===== src/rtl/lookahead_subtractor_pipe.sv =====
// ============================================================================
// Module      : lookahead_subtractor_pipe
// Description : Two-stage pipelined 16-bit subtractor, D = A - B - bin, with
//               borrow-out. Computed as A + ~B + ~bin through 4-bit group
//               propagate/generate lookahead. The low half resolves in stage 1
//               and the high half in stage 2. Valid/ready on both sides.
//               Optional macro SUB_FLAGS_EN adds V/Z/N flag outputs.
// Revision    : 1.0 - initial release
// ============================================================================
`default_nettype none

module lookahead_subtractor_pipe #(
    parameter int WIDTH = 16,
    parameter int GROUP = 4
) (
    input  logic             Clk,
    input  logic             Reset,
    input  logic             in_valid,
    output logic             in_ready,
    input  logic [WIDTH-1:0] A,
    input  logic [WIDTH-1:0] B,
    input  logic             bin,
    output logic             out_valid,
    input  logic             out_ready,
    output logic [WIDTH-1:0] D,
    output logic             bout
`ifdef SUB_FLAGS_EN
    ,
    output logic             V,
    output logic             Z,
    output logic             N
`endif
);

    localparam int c_HALF = WIDTH / 2;
    localparam int c_NGRP = c_HALF / GROUP;

    // Adds one half-width slice (a + bn + cin) using group lookahead.
    // Group carries come from the group Pg/Gg terms; bit carries inside a
    // group are expanded from that group's carry-in. Returns {cout, sum}.
    function automatic logic [c_HALF:0] f_half_sum(
        input logic [c_HALF-1:0] a,
        input logic [c_HALF-1:0] bn,
        input logic              cin
    );
        logic [c_HALF-1:0] p;
        logic [c_HALF-1:0] g;
        logic [c_HALF-1:0] c;
        logic              gg;
        logic              pg;
        logic              cg;
        p  = a ^ bn;
        g  = a & bn;
        c  = '0;
        cg = cin;
        for (int k = 0; k < c_NGRP; k++) begin
            c[k*GROUP] = cg;
            for (int j = 1; j < GROUP; j++) begin
                c[k*GROUP+j] = g[k*GROUP+j-1] | (p[k*GROUP+j-1] & c[k*GROUP+j-1]);
            end
            gg = 1'b0;
            pg = 1'b1;
            for (int j = 0; j < GROUP; j++) begin
                gg = g[k*GROUP+j] | (p[k*GROUP+j] & gg);
                pg = pg & p[k*GROUP+j];
            end
            cg = gg | (pg & cg);
        end
        return {cg, p ^ c};
    endfunction

    // Stage 1 registers
    logic              r_s1_valid;
    logic [c_HALF-1:0] r_s1_dlo;
    logic              r_s1_c8;
    logic [c_HALF-1:0] r_s1_ahi;
    logic [c_HALF-1:0] r_s1_bnhi;

    // Stage 2 (output) registers
    logic              r_out_valid;
    logic [WIDTH-1:0]  r_d;
    logic              r_bout;

    // Combinational datapath and handshake
    logic [WIDTH-1:0]  w_bn;
    logic [c_HALF:0]   w_lo;
    logic [c_HALF:0]   w_hi;
    logic [WIDTH-1:0]  w_d_full;
    logic              w_s2_adv;
    logic              w_accept;

    assign w_bn     = ~B;
    assign w_lo     = f_half_sum(A[c_HALF-1:0], w_bn[c_HALF-1:0], ~bin);
    assign w_hi     = f_half_sum(r_s1_ahi, r_s1_bnhi, r_s1_c8);
    assign w_d_full = {w_hi[c_HALF-1:0], r_s1_dlo};

    // Stage 2 moves when stage 1 holds data and the output slot is free or
    // being drained this cycle; in_ready never depends on in_valid.
    assign w_s2_adv = r_s1_valid & (~r_out_valid | out_ready);
    assign in_ready = ~r_s1_valid | w_s2_adv;
    assign w_accept = in_valid & in_ready;

    // Stage 1: capture low-half result, carry into bit 8 and upper operands
    always_ff @(posedge Clk or posedge Reset) begin
        if (Reset) begin
            r_s1_valid <= 1'b0;
            r_s1_dlo   <= '0;
            r_s1_c8    <= 1'b0;
            r_s1_ahi   <= '0;
            r_s1_bnhi  <= '0;
        end else if (w_accept) begin
            r_s1_valid <= 1'b1;
            r_s1_dlo   <= w_lo[c_HALF-1:0];
            r_s1_c8    <= w_lo[c_HALF];
            r_s1_ahi   <= A[WIDTH-1:c_HALF];
            r_s1_bnhi  <= w_bn[WIDTH-1:c_HALF];
        end else if (w_s2_adv) begin
            r_s1_valid <= 1'b0;
        end
    end

    // Stage 2: finish upper half and register the full result; hold on stall
    always_ff @(posedge Clk or posedge Reset) begin
        if (Reset) begin
            r_out_valid <= 1'b0;
            r_d         <= '0;
            r_bout      <= 1'b0;
        end else if (w_s2_adv) begin
            r_out_valid <= 1'b1;
            r_d         <= w_d_full;
            r_bout      <= ~w_hi[c_HALF];
        end else if (out_ready) begin
            r_out_valid <= 1'b0;
        end
    end

    assign out_valid = r_out_valid;
    assign D         = r_d;
    assign bout      = r_bout;

`ifdef SUB_FLAGS_EN
    // A[15] and B[15] travel through stage 1 inside the upper operand slices
    logic r_v;
    logic r_z;
    logic r_n;
    logic w_a_msb;
    logic w_b_msb;
    logic w_v;

    assign w_a_msb = r_s1_ahi[c_HALF-1];
    assign w_b_msb = ~r_s1_bnhi[c_HALF-1];
    assign w_v     = (w_a_msb ^ w_b_msb) & (w_a_msb ^ w_d_full[WIDTH-1]);

    // Flags register alongside D with identical advance/hold/reset behaviour
    always_ff @(posedge Clk or posedge Reset) begin
        if (Reset) begin
            r_v <= 1'b0;
            r_z <= 1'b0;
            r_n <= 1'b0;
        end else if (w_s2_adv) begin
            r_v <= w_v;
            r_z <= (w_d_full == '0);
            r_n <= w_d_full[WIDTH-1];
        end
    end

    assign V = r_v;
    assign Z = r_z;
    assign N = r_n;
`endif

endmodule

`default_nettype wire


===== config.mk =====
export PLATFORM = sky130hd
export DESIGN_NAME = lookahead_subtractor_pipe
export DESIGN_NICKNAME = d
export VERILOG_FILES = /design/src/rtl/lookahead_subtractor_pipe.sv
export SDC_FILE = /design/constraint.sdc
export NUM_CORES = 1
export LEC_CHECK = 0
export CAP_MARGIN = 40
export CORE_AREA = 2 2 76 78
export DETAILED_ROUTE_END_ITERATION = 16
export DIE_AREA = 0 0 78 80
export GPL_TIMING_DRIVEN = 0
export HOLD_SLACK_MARGIN = 0.02
export PLACE_DENSITY = 0.75
export SLEW_MARGIN = 20
export SYNTH_ARGS = -nofsm -noshare
export SYNTH_HDL_FRONTEND = slang
export SYNTH_SLANG_ARGS = --single-unit

===== constraint.sdc =====
create_clock -name Clk -period 3 [get_ports Clk]
set_clock_uncertainty 0.1 [all_clocks]
set_input_delay 0.45 -clock Clk [delete_from_list [all_inputs] [get_ports Clk]]
set_output_delay 0.45 -clock Clk [all_outputs]
set_load 0.01 [all_outputs]

* After elaboration in Yosys (flattened, before gate mapping)
Cells that the tools add are included.
** Word-level totals
- Flip-flop bits (word level) :: 44
- Latch bits :: 0
- Memory bits (writable) :: 0
- Bits in read-only memories :: 0
- Bits of input ports :: 37
- Output and inout bits :: 19
- Word-level logic and storage cells :: 97
- Memories :: 0
** Cells by class
- Add/subtract/negate cells :: 0
- Multiply operators :: 0
- Divide/modulo/power cells :: 0
- Magnitude comparators :: 0
- Equality and inequality tests :: 0
- Shift operators :: 0
- Muxes and demuxes :: 4
- Bitwise operators :: 83
- Reductions and logical operators :: 2
** Operators by type and width (count)
- $and 1x1->1 :: 42
- $xor 8x8->8 :: 4
- $or 1x1->1 :: 30
- $and 8x8->8 :: 2
- $not 16->16 :: 1
- $mux 1 :: 4
- $not 1->1 :: 4
- $reduce_bool 2->1 :: 2

* Logic depth before layout (Yosys ltp)
- Depth after elaboration :: 16
- Mapped depth :: 10
- Mapped depth without buffers :: 10

* Worst setup path before layout
OpenSTA, ideal clock, no wires.
- Path kind :: reg2reg
- Start point :: reg r_s1_ahi[0]
- End point :: reg r_d[14], in the netlist D[14]
- Setup time :: 125 ps
- Data arrival time :: 2597 ps
- Required time :: 2775 ps
- Setup slack :: 178 ps
- Stages on the path, launching flop included :: 10
- Buffers on the path :: 0
- Path through :: dfrtp_1 -> ha_1 -> a211oi_1 -> nor2_1 -> o21ai_0 -> nand2b_1 -> fa_1 -> fa_1 -> fa_1 -> mux2_4
** Between the ends
- Cells in the longest elaborated chain, start to end :: 13
- Elaborated cells on any way between the ends :: 18
** RTL lines
- from (decl) :: RTL line 76 : logic [c_HALF-1:0] r_s1_ahi;
- from (signal assigned) :: RTL line 115 : r_s1_ahi <= A[WIDTH-1:c_HALF];
- $and 8x8->8 :: RTL line 53 : g = a & bn;
- $and 1x1->1 :: RTL line 64 : gg = g[k*GROUP+j] | (p[k*GROUP+j] & gg);
- $or 1x1->1 :: RTL line 64
- $and 1x1->1 :: RTL line 64
- $or 1x1->1 :: RTL line 64
- $and 1x1->1 :: RTL line 64
- $or 1x1->1 :: RTL line 64
- $or 1x1->1 (*) :: RTL line 67 : cg = gg | (pg & cg);
- $and 1x1->1 (*) :: RTL line 59 : c[k*GROUP+j] = g[k*GROUP+j-1] | (p[k*GROUP+j-1] & c[k*GROUP+j-1]);
- $or 1x1->1 (*) :: RTL line 59
- $and 1x1->1 (*) :: RTL line 59
- $or 1x1->1 (*) :: RTL line 59
- $xor 8x8->8 (*) :: RTL line 69 : return {cg, p ^ c};
- via w_d_full[14] :: RTL line 88 : logic [WIDTH-1:0] w_d_full;
- to (signal assigned) :: RTL line 130 : r_d <= w_d_full;
- to (decl) :: RTL line 81 : logic [WIDTH-1:0] r_d;
The timed path passes the listed nets; every way through them passes the cells marked *.
A chain may end at the register's enable or synchronous reset.

* Worst setup path after layout
Ends and elaborated chain as after synthesis.

==> flow_summary_export.csv <==
group,metric,value,unit
outcome,status,"complete, no violations",
grt,track_usage,0.152,
run,drv_cap,0,
layout,diodes,0,
layout,final_common_cell,"clkdlybuf4s50_1",
critical_path,crit_path_end_kind,"register",
power,totalPowerFinal,2.05,mW
die,initial_core_util,0.443,
clock_network,cts-root-buf,"clkbuf_8",
sta,max_slew.worst_pin.slew,0.310,ns
die,rows,27,
synth,synth_cell_type_count,30,
critical_path,path_max_fanout,3,
sta,period_share,0.961,
synth,synth_top_area_cell,"dfrtp_1",
sta,max_freq,347,MHz
critical_path,crit_path_start_kind,"register",
sta,worst_slack,0.117,ns
synth,synth.top_cell.area_share,0.460,
placed_design,place_ws,-0.277,ns
placed_design,place_congestion,0.726,
power,vdd_ir_drop_max,222,uV
detailed_routing,route.detailed.drc,0,
clock_network,cts_buffers,5,
critical_path,critPathRequiredTime,3.08,ns
grt,grt_max_degree,32,
synth,seq_area_frac_synth,0.460,
min_path,hp-class,"in -> async",
synth,syn-num-nets,258,
clock_network,clockBufferDepth,2,
die,die_x,78,microns
die,die_area,6240,sq um
die,io_pins,56,
synth,synth-seq-cells,44,
grt,grt_antenna_before_repair,0,
detailed_routing,first_pass_iters,4,
grt,grt_pass1_vias,1542,
sta,holdWs,0.311,ns
sta,min_period,2.88,ns
sta,setup_viol,0,
detailed_routing,vias_per_cell,4.79,
layout,layout.nets,322,
die,core_area,5410,sq um
layout,nFillCells,467,
detailed_routing,wl_per_cell,12.8,microns
clock_network,htree_levels,2,
critical_path,crit_type,"reg -> reg",
sta,rsz0062_at_grt,"false",
sta,relSlewSlack,0.793,
synth,ys_warn_count,0,
grt,grt_pass1_wl,7110,microns
placed_design,numPortBuffers,55,
synth,syn_avg_cell_area,12.4,sq um
clock_network,cts_hold_buf,0,
detailed_routing,drtAntennaViolNets,0,
layout,final_cell_mix,"55 x clkdlybuf4s50_1, 44 x dfrtp_1, 22 x nand2_1, 22 x o21ai_0, 19 x inv_1",
layout,drive_gt1_frac,0.190,
layout,finish.instance_area,3200,sq um
clock_network,clock-sinks,44,
layout,area_growth_syn_to_layout,33.8,%
die,die_h,80,microns
detailed_routing,vias,1582,
placed_design,dp_hpwl,3340,microns
sta,final_max_slew_viol_count,0,
detailed_routing,totalWireLength,4210,microns
synth,synthesis.area,2390,sq um
sta,hold_viol,0,
critical_path,worstPathArrival,2.97,ns
synth,syn_inst,193,
clock_network,clkTransAtPathRegs,0.09,ns
synth,synth_area_leaders,"dfrtp_1 46%, fa_1 10%, mux2_4 10%",
power,powerDensity,640,nW/um^2
grt,overflow,0,
power,p_leak,1.50,nW
clock_network,clk_latency,0.30,ns
clock_network,cts_tree,"yes",
detailed_routing,dr.first_iter.drc_count,49,
placed_design,placed_area,3050,sq um
registers in the layout (all words and copies together), names as in the netlist:
name        count
r_s1_c8         1
out_valid       1
r_s1_dlo        8
D              16
r_s1_bnhi       8
r_s1_ahi        8
r_s1_valid      1
bout            1
worst max-delay path: stages (launching register included):
cell and delay (ns):
dfrtp_1 0.41, ha_1 0.31, a211oi_2 0.18, nor2_1 0.08
o21ai_0 0.15, nand2b_1 0.10, fa_2 0.35, fa_2 0.36
fa_1 0.45, mux2_4 0.27
path summary, 6_finish.rpt:
| path | depth (start not counted) | to | startpoint | slack [ns] |
|---|---|---|---|---|
| setup / recovery | 9 | D[14] | r_s1_ahi[0] | 0.12 |
| hold / removal | 2 | D[9] | Reset | 0.31 |
| setup reg to reg | 9 | D[14] | r_s1_ahi[0] | 0.12 |
| hold reg to reg | 2 | D[15] | D[15] | 0.38 |
| max in group asynchronous | 3 | r_s1_bnhi[6] | Reset | 2.02 |
| min in group Clk | 2 | D[15] | D[15] | 0.38 |
where the power goes:
part / switching, mW / internal [mW] / leakage (nW)
clock: 0.204 / 0.294 / 0.0645
combinational: 0.268 / 0.441 / 0.904
sequential: 0.0991 / 0.743 / 0.528
total: 0.571 / 1.48 / 1.50
metal layers:
metal  track usage  wire length [microns]
met5             0                      0
met4        0.0842                    104
met3        0.0283                    173
met2         0.267                   2220
met1         0.174                   1720
cell families after synthesis:
group	synth area share
DFF	0.460
buffers and inverters	0.0517
xor gates and xnor gates	0.0146
AOI/OAI and AO/OA	0.0873
muxes	0.128
and+or+nand+nor	0.0742
adders and majority gates	0.184
synthesized netlist by cell type:
library cell and count:
a21oi_1 5, xor2_1 2, nor2_1 3, nand4_1 1, nand2_2 1, xnor2_1 2, or2b_2 1, nand3_1 1
mux2_4 16, a211oi_1 1, nor3_1 1, a22o_1 1, a2111oi_4 1, nand2b_2 1, o21ai_0 22, o21a_1 1
a21o_1 1, nand2b_1 2, nand2_1 22, mux2i_1 1, nand2_4 1, dfrtp_1 44, fa_1 12, buf_2 3
o31ai_1 2, ha_1 16, mux2_2 5, nand3b_4 1, buf_6 3, inv_1 20
area by class of cell:
type                    instances  area (sq um)  area share
multi-input cells             123          1180       0.370
flip-flops and latches         44          1100       0.344
repair buffers                 57           578       0.180
clock buffers                   7          96.3      0.0301
well taps                      72          90.1      0.0281
inverters                      20          75.1      0.0234
plain buffers                   6          48.8      0.0152
clock inverters                 1          30.0     0.00938
repair_timing:
item,CTS,global route
pin swaps,0,1
gates cloned,0,0
resized for setup,1,4
endpoints found under the setup margin,1,4
buffers inserted,0,1
metrics by stage:
step / utilization / TNS [ns] / instances
4_1_cts: 0.589 / 0 / 329
5_1_grt: 0.593 / 0 / 330
6_report: 0.593 / 0 / 330
2_1_floorplan: - / 0 / 193
3_5_place_dp: 0.565 / -0.485 / 321
3_3_place_gp: 0.561 / -0.379 / 320
Power figures use the tool's default switching activity.
